<file path="config.mk">
export PLATFORM = sky130hd
export DESIGN_NAME = mult_pipe_sgn
export DESIGN_NICKNAME = d
export VERILOG_FILES = /design/src/rtl/mult_pipe_sgn.sv
export SDC_FILE = /design/constraint.sdc
export NUM_CORES = 1
export LEC_CHECK = 0
export CAP_MARGIN = 10
export CORE_UTILIZATION = 44
export DETAILED_ROUTE_END_ITERATION = 6
export PLACE_DENSITY = 0.68
export SLEW_MARGIN = 20
export SYNTH_ARGS = -nofsm -noshare
export SYNTH_HDL_FRONTEND = slang
export SYNTH_SLANG_ARGS = --single-unit
export TNS_END_PERCENT = 20
</file>
<file path="constraint.sdc">
create_clock -name clk -period 9.35 [get_ports clk]
set_input_delay 1.87 -clock clk [delete_from_list [all_inputs] [get_ports clk]]
set_output_delay 1.87 -clock clk [all_outputs]
set_load 0.05 [all_outputs]
</file>
<file path="src/rtl/mult_pipe_sgn.sv">
// Multi-cycle signed/unsigned shift-add multiplier with valid/ready handshake.
// Retires RADIX_BITS multiplier bits per cycle and exits early once the multiplier is exhausted.
module mult_pipe_sgn #(
  parameter int unsigned WIDTH      = 32,
  parameter int unsigned RADIX_BITS = 1
) (
  input  logic                 clk,
  input  logic                 reset,
  input  logic                 start,
  input  logic                 sign,
  input  logic [WIDTH-1:0]     a,
  input  logic [WIDTH-1:0]     b,
  output logic                 ready,
  output logic                 busy,
  output logic                 done,
  output logic [2*WIDTH-1:0]   z
);

  localparam int unsigned Steps = WIDTH / RADIX_BITS;
  localparam int unsigned CntW  = (Steps > 1) ? $clog2(Steps) : 1;
  localparam int unsigned AccW  = 2 * WIDTH + 2;

  typedef enum logic [1:0] {StIdle, StCalc, StFix} state_e;

  state_e                state_q, state_d;
  logic [AccW-1:0]       acc_q, acc_d;
  logic [AccW-1:0]       mcand_q, mcand_d;
  logic [WIDTH:0]        mplier_q, mplier_d;
  logic [CntW-1:0]       cnt_q, cnt_d;
  logic                  neg_q, neg_d;
  logic [2*WIDTH-1:0]    z_q, z_d;

  logic [WIDTH:0]        abs_a, abs_b;
  logic [WIDTH:0]        mplier_shr;
  logic [RADIX_BITS-1:0] k;
  logic [AccW-1:0]       partial;
  logic [2*WIDTH-1:0]    acc_lo, fix_val;

  // W+1 bits so the most negative operand keeps its full magnitude.
  always_comb begin
    abs_a = {1'b0, a};
    abs_b = {1'b0, b};
    if (sign && a[WIDTH-1]) abs_a = {1'b0, ~a} + {{WIDTH{1'b0}}, 1'b1};
    if (sign && b[WIDTH-1]) abs_b = {1'b0, ~b} + {{WIDTH{1'b0}}, 1'b1};
  end

  assign k          = mplier_q[RADIX_BITS-1:0];
  assign mplier_shr = mplier_q >> RADIX_BITS;

  // k * mcand built from shifted copies of the already-aligned multiplicand.
  always_comb begin
    partial = '0;
    for (int j = 0; j < int'(RADIX_BITS); j++) begin
      if (k[j]) partial = partial + (mcand_q << j);
    end
  end

  assign acc_lo  = acc_q[2*WIDTH-1:0];
  assign fix_val = neg_q ? (~acc_lo + {{(2*WIDTH-1){1'b0}}, 1'b1}) : acc_lo;

  always_comb begin
    state_d  = state_q;
    acc_d    = acc_q;
    mcand_d  = mcand_q;
    mplier_d = mplier_q;
    cnt_d    = cnt_q;
    neg_d    = neg_q;
    z_d      = z_q;
    unique case (state_q)
      StIdle: begin
        if (start) begin
          neg_d    = sign & (a[WIDTH-1] ^ b[WIDTH-1]);
          mcand_d  = {{(AccW-WIDTH-1){1'b0}}, abs_a};
          mplier_d = abs_b;
          acc_d    = '0;
          cnt_d    = '0;
          state_d  = StCalc;
        end
      end
      StCalc: begin
        acc_d    = acc_q + partial;
        mcand_d  = mcand_q << RADIX_BITS;
        mplier_d = mplier_shr;
        cnt_d    = cnt_q + {{(CntW-1){1'b0}}, 1'b1};
        // Leave as soon as no multiplier bits remain for later steps.
        if ((cnt_q == CntW'(Steps - 1)) || (mplier_shr == '0)) state_d = StFix;
      end
      StFix: begin
        z_d     = fix_val;
        state_d = StIdle;
      end
      default: state_d = StIdle;
    endcase
  end

  always_ff @(posedge clk or posedge reset) begin
    if (reset) begin
      state_q  <= StIdle;
      acc_q    <= '0;
      mcand_q  <= '0;
      mplier_q <= '0;
      cnt_q    <= '0;
      neg_q    <= 1'b0;
      z_q      <= '0;
    end else begin
      state_q  <= state_d;
      acc_q    <= acc_d;
      mcand_q  <= mcand_d;
      mplier_q <= mplier_d;
      cnt_q    <= cnt_d;
      neg_q    <= neg_d;
      z_q      <= z_d;
    end
  end

  assign ready = (state_q == StIdle);
  assign busy  = ~ready;
  assign done  = (state_q == StFix);
  // The fixed-up product is visible during the done cycle and held afterwards.
  assign z     = done ? fix_val : z_q;

endmodule

</file>
# After elaboration in Yosys (flattened, before gate mapping)
# Cells that the tools add are included.
[op_classes] n_addsub=5 eq_ne=5 n_bitwise=6 n_reduce_logical=9 n_mux=16
[ops] operator="$pmux 66 s2" count=2
[ops] operator="$mux 66" count=3
[ops] operator="$mux 64" count=2
[ops] operator="$mux 33" count=3
[ops] operator="$add 32x1->33 const B" count=2
[ops] operator="$add 66x66->66" count=1
[ops] operator="$pmux 33 s2" count=1
[ops] operator="$add 64x1->64 const B" count=1
[ops] operator="$not 32->32" count=2
[ops] operator="$not 64->64" count=1
[ops] operator="$logic_not 33->1" count=1
[ops] operator="$pmux 5 s2" count=1
[ops] operator="$reduce_and 2->1" count=3
[ops] operator="$add 5x1->5 const B" count=1
[ops] operator="$eq 5x5->1 const B" count=1
[ops] operator="$mux 5" count=1
[ops] operator="$mux 2" count=2
[ops] operator="$ne 2x2->1 const B" count=2
[ops] operator="$pmux 2 s2" count=1
[ops] operator="$eq 2x1->1 const B" count=1
[ops] operator="$eq 2x2->1 const B" count=1
[ops] operator="$logic_and 1x1->1" count=2
[ops] operator="$logic_not 2->1" count=1
[ops] operator="$reduce_bool 2->1" count=1
[ops] operator="other kinds (4)" count=4
[totals] word_cells=48 in_bits=68 output_inout_bits=67 reg_bits=237

# Longest topological paths before layout
# Gate-level depths: netlist of run 1.
[depth] word_depth=5 ltp_mapped=18 mapped_depth_nobuf=16

# Worst setup path after synthesis of run 1
# No wires, ideal clock.
[synth_timing] path_kind="register -> output" from="reg acc_q[13]" to="out z[59]" path_stages_with_launch=13 path_buffers=0 setup_slack_ps=3205 arrival_time_ps=4275 cell_sequence="dfrtp_1 -> or4_4 -> nor4_4 -> or4b_4 -> nor3_4 -> nand3b_2 -> or3_4 -> or4_4 -> inv_2 -> nand2_4 -> o21ai_0 -> xor2_1 -> o21ai_0"
[synth_via] elab_chain_len=4
[synth_rtl] element="from (decl)" line_no="26" source="logic [AccW-1:0] acc_q, acc_d;"
[synth_rtl] element="from (signal assigned)" line_no="99" source="acc_q <= '0;"
[synth_rtl] element="from (signal assigned)" line_no="107" source="acc_q <= acc_d;"
[synth_rtl] element="$not 64->64" line_no="59" source="assign fix_val = neg_q ? (~acc_lo + {{(2*WIDTH-1){1'b0}}, 1'b1}) : acc_lo;"
[synth_rtl] element="$add 64x1->64" line_no="59"
[synth_rtl] element="$mux 64" line_no="59"
[synth_rtl] element="$mux 64"
[synth_rtl] element="to (decl)" line_no="16" source="output logic [2*WIDTH-1:0] z"
# No other way between the ends.

# Worst setup path after layout of run 1
[layout_timing] from="reg acc_q[1]" to="out z[61]"
# Same word-level chain as after synthesis.

==> impl_metrics.json, run 1 <==
{
  "status": "complete, no violations",
  "grt_overflow": 0,
  "fin_util_pct": 52.5,
  "whs_ns": 0.480,
  "cts_made_buffers": 26,
  "final_area_um2": 17800,
  "fin_tns_setup_ns": 0,
  "ys.flop_type": "dfrtp_1",
  "grt_pass1_wl_um": 66700,
  "synth_area_um2": 15300,
  "h-tree-depth": 1,
  "p_leak_nw": 7.58,
  "slew_viol_final": 0,
  "period_share_pct": 78.0,
  "synth-seq-cells": 233,
  "yosys_warnings": 0,
  "cts_resized": 0,
  "skew_ns": 0.00987,
  "yosysSeqAreaShare_pct": 38.1,
  "gp_congestion": 0.946,
  "vias": 13400,
  "cts_tree": "yes",
  "viasPerCell": 5.73,
  "reg2reg_setup_slack_ns": 4.01,
  "port_buffers": 134,
  "ys_types": 63,
  "slew_headroom_pct": 23.7,
  "async_flop_share_pct": 100,
  "dp_cells": 2302,
  "fin_nets": 2020,
  "antenna_found_initial": 0,
  "syn_nets": 1956,
  "fin_crit_ns": 7.29,
  "ant_nets": 0,
  "fin_total_pwr_mw": 5.87,
  "post_drt_wl_per_cell_um": 17.2,
  "hold_violations": 0,
  "cp_max_fo": 6,
  "ir_drop_mv": 0.208,
  "syn2layout_area_growth_pct": 16.0,
  "drtIter0Drc": 965,
  "setup_violations": 0,
  "dieArea_um2": 35600,
  "postCtsSetupBuffers": 0,
  "antenna_cells": 0,
  "final_cells": 2347,
  "p_per_area_nw_per_um2": 330,
  "cts_root_buf": "clkbuf_16",
  "synth_most_common_cell": "o21ai_0",
  "fin_ws_ns": 2.06,
  "clock_sinks": 233,
  "yosys-top-cells-count": "287 x o21ai_0, 265 x nand2_1, 233 x dfrtp_1",
  "grt_max_degree": 130,
  "syn_area_per_cell_um2": 8.42,
  "start_util_pct": 45.2,
  "ys_top_cells_by_area": "dfrtp_1 38%, o21ai_0 9.4%, nand2_1 6.5%, xor2_1 6.4%, ha_1 5.6%",
  "hp-class": "reg -> reg",
  "drv_cap": 0,
  "hpwlAfterDp_um": 28800,
  "required_ns": 7.48,
  "cts_hold_buf": 0,
  "drive_gt1_share_pct": 3.84,
  "max_freq_mhz": 137,
  "ios": 135,
  "arrival_ns": 5.42,
  "grt_pass1_vias": 12800,
  "endpoint_kind": "output port",
  "synth-edff-count": 0,
  "clkLatencyLatePin_ns": 0.54,
  "drc": 0,
  "grt.total_usage_pct": 22.7,
  "core_um2": 33900,
  "clk_pin_slew_worst_paths_ns": 0.06,
  "rows": 67,
  "place_area_um2": 16900,
  "die_x_um": 189,
  "synth_top_area_share_pct": 38.1,
  "first_pass_iters": 5,
  "clk_path_buf_depth": 3,
  "crit_path_start_kind": "flip-flop",
  "pre_cts_slack_ns": 2.62,
  "rsz0062_at_grt": "false",
  "critPathKind": "reg -> out",
  "syn_inst": 1819,
  "die_y_um": 189,
  "tightest_slew_ns": 1.15,
  "synth_top_cell_by_area": "dfrtp_1",
  "finalWirelength_um": 40300
}
==> final timing paths <==
check	from	to	cells past startpoint
min	cnt_q[3]	cnt_q[3]	1
max	acc_q[1]	z[61]	13
max in group asynchronous	reset	z_q[62]	3
min in group asynchronous	reset	z_q[22]	2
min reg2reg	cnt_q[3]	cnt_q[3]	1
max reg2reg	mplier_q[0]	acc_q[60]	16
==> cell type report <==
type	instances	area [um^2]
clock inverters	5	50.0
multi-input cells	1445	8990
repair buffers	143	1430
well taps	448	561
clock buffers	39	761
flip-flops and latches	233	5830
fillers	3185	16100
inverters	34	135
==> logic make-up (layout without fill, tap and decap cells) <==
| family | after synthesis | after routing | synth area share [%] |
|---|---|---|---|
| XOR/XNOR | 179 | 179 | 10.2 |
| AO/OA/AOI/OAI | 607 | 607 | 23.9 |
| multiplexers | 1 | 1 | 0.0653 |
| buffers and inverters | 141 | 221 | 3.45 |
| flip-flops | 233 | 233 | 38.1 |
| AND/OR/NAND/NOR | 589 | 589 | 18.6 |
| adder cells (fa/ha/maj) | 69 | 69 | 5.68 |
==> registers in the layout, summed over array words and instances, names as in the netlist <==
signal    flops
acc_q        64
mcand_q      64
z_q          64
mplier_q     33
cnt_q         5
state_q       2
neg_q         1
==> worst max-delay path: stages, from the launching register on <==
cell and delay, ns:
dfrtp_1 0.43, nor4_1 0.54, nand4_1 0.45, or4b_4 0.69, nor3_4 0.18, nand3b_2 0.14, or3_4 0.37, or4_4 0.45
inv_2 0.09, nand2_4 0.11, o41ai_2 0.28, xor2_1 0.11, o21ai_1 0.20, clkdlybuf4s50_1 0.85
==> metal layers <==
metal / track usage [%] / vias to the layer above / routed length [um]
met5: 0 / - / 0
met4: 5.58 / 0 / 709
met3: 2.40 / 43 / 1980
met2: 34.3 / 342 / 17500
met1: 34.2 / 6422 / 20100
li1: - / 6630 / -
==> where the power goes <==
part	switching, mW	leakage, nW	total (mW)	internal [mW]
combinational	2.04	4.13	3.10	1.05
sequential	0.386	3.05	1.78	1.39
clock	0.410	0.401	0.993	0.583
==> cells in the final DEF, fill, tap and decap left out, drive strengths merged, types with 18 or more instances in the layout <==
cell,instances
a21o,32
a21oi,99
a22oi,60
and2,72
clkbuf,39
clkdlybuf4s50,134
dfrtp,233
ha,68
inv,34
nand2,266
nand3,43
nand4,27
nor2,71
nor3,25
nor4,21
o21ai,292
o31ai,34
o41ai,18
xnor2,67
xor2,112
(Power assumes the default switching activity.)
==> run 2, diff against run 1 <==
PLACE_DENSITY = 0.7   (was 0.68)
clock period = 6.5 ns   (was 9.35 ns; I/O delays follow)
==> run 2 against run 1 <==
Die area stayed put. Cell area is 0.85% higher. Global-route usage is 0.15 points higher. Via count is 0.45% lower. Largest cell class unchanged.
==> impl_metrics.json, run 2 (synthesized netlist as in run 1, its figures left out) <==
{
  "status": "complete, no violations",
  "rows": 67,
  "setup_violations": 0,
  "cts_tree": "yes",
  "clk_path_buf_depth": 3,
  "place_area_um2": 17000,
  "gp_congestion": 0.937,
  "h-tree-depth": 1,
  "dp_cells": 2310,
  "post_drt_wl_per_cell_um": 17.3,
  "required_ns": 5.20,
  "dieArea_um2": 35600,
  "tightest_slew_ns": 0.997,
  "viasPerCell": 5.68,
  "grt_overflow": 0,
  "grt_pass1_wl_um": 66800,
  "period_share_pct": 95.0,
  "drive_gt1_share_pct": 4.40,
  "hold_violations": 0,
  "final_area_um2": 17900,
  "hpwlAfterDp_um": 29600,
  "slew_headroom_pct": 33.3,
  "endpoint_kind": "output port",
  "first_pass_iters": 5,
  "crit_path_start_kind": "flip-flop",
  "antenna_cells": 0,
  "core_um2": 33900,
  "die_y_um": 189,
  "skew_ns": 0.0200,
  "fin_nets": 2028,
  "drv_cap": 0,
  "clkLatencyLatePin_ns": 0.55,
  "syn2layout_area_growth_pct": 16.9,
  "clk_pin_slew_worst_paths_ns": 0.06,
  "cp_max_fo": 7,
  "fin_crit_ns": 6.18,
  "rsz0062_at_grt": "false",
  "path_delay_family": "simple AND/OR/NAND/NOR gates",
  "critPathKind": "reg -> out",
  "clock_sinks": 233,
  "layout_commonest_cell": "o21ai_0",
  "p_per_area_nw_per_um2": 479,
  "whs_ns": 0.484,
  "final_cells": 2357,
  "arrival_ns": 4.88,
  "port_buffers": 134,
  "die_x_um": 189,
  "start_util_pct": 45.2,
  "p_leak_nw": 7.81,
  "drtIter0Drc": 1150,
  "grt_pass1_vias": 12600,
  "slew_viol_final": 0,
  "fin_tns_setup_ns": 0,
  "ios": 135,
  "critPathMaxStageDelay_ns": 0.85,
  "ant_nets": 0,
  "antenna_found_initial": 0,
  "cts_root_buf": "clkbuf_16",
  "top_regs": "acc_q x64, mcand_q x64, z_q x64",
  "max_freq_mhz": 162,
  "critPathBufInv": 1,
  "finalWirelength_um": 40800,
  "ir_drop_mv": 0.302,
  "final_cell_mix": "287 x o21ai_0, 264 x nand2_1, 231 x dfrtp_1",
  "cts_made_buffers": 27,
  "grt.total_usage_pct": 22.8,
  "drc": 0,
  "cts_hold_buf": 0,
  "grt_max_degree": 163,
  "hp-class": "reg -> reg",
  "worstPathCellList": "or4_4 -> nor4_4 -> or4b_4 -> nor3_4 -> nand3b_2 -> or3_4 -> or4_4 -> o21ai_0 -> xor2_1 -> o21ai_0 -> clkdlybuf4s50_1",
  "slowest_stage": "clkdlybuf4s50_1",
  "vias": 13400
}
==> run 2: worst paths after layout <==
kind / startpoint / endpoint / slack [ns] / cells past startpoint
setup / recovery: acc_q[13] / z[49] / 0.32 / 11
hold / removal: z_q[61] / z_q[61] / 0.48 / 2
setup reg to reg: mplier_q[0] / acc_q[60] / 1.52 / 16
hold reg to reg: z_q[61] / z_q[61] / 0.48 / 2
max in group asynchronous: reset / mplier_q[0] / 4.38 / 3
min in group asynchronous: reset / z_q[22] / 1.28 / 3
==> run 2: repair_timing <==
action                                  CTS  global route
endpoints found under the setup margin    1            13
gates resized for setup                   1            12
setup buffers                             0             0
==> run 2: where the power goes <==
group	switching, mW	total [mW]	internal, mW
sequential	0.526	2.53	2.00
clock	0.613	1.55	0.936
combinational	2.98	4.50	1.52
total	4.12	8.58	4.46
==> run 2: worst min-delay path, cell delays in order (launching register included) <==
cell and delay [ns]:
dfrtp_1 0.32, nand2_1 0.04, o21ai_1 0.08
==> run 2: area by class of cell <==
| cell class | count | area [um^2] |
|---|---|---|
| Clock inverter | 8 | 123 |
| Clock buffer | 39 | 771 |
| Tap cell | 448 | 561 |
| Inverter | 34 | 131 |
| Fill cell | 3197 | 16000 |
| Multi-Input combinational cell | 1445 | 9000 |
| Timing Repair Buffer | 150 | 1500 |
| Sequential cell | 233 | 5830 |
==> run 2: per-stage QoR <==
stage	utilization (%)	setup WS, ns	power [mW]
CTS	52.8	0.0196	8.62
finish	52.9	0.322	8.58
global placement	50.2	0.593	6.97
detailed placement	50.2	0.520	7.05
floorplan	-	0.925	5.68
global route	52.9	0.0593	9.16
==> run 2: metal layers <==
metal	up-vias	global-route usage (%)	routed length, um
li1	6649	-	-
met4	0	5.18	752
met3	50	2.59	2220
met1	6279	34.9	20400
met2	399	34.1	17400
met5	-	0	0
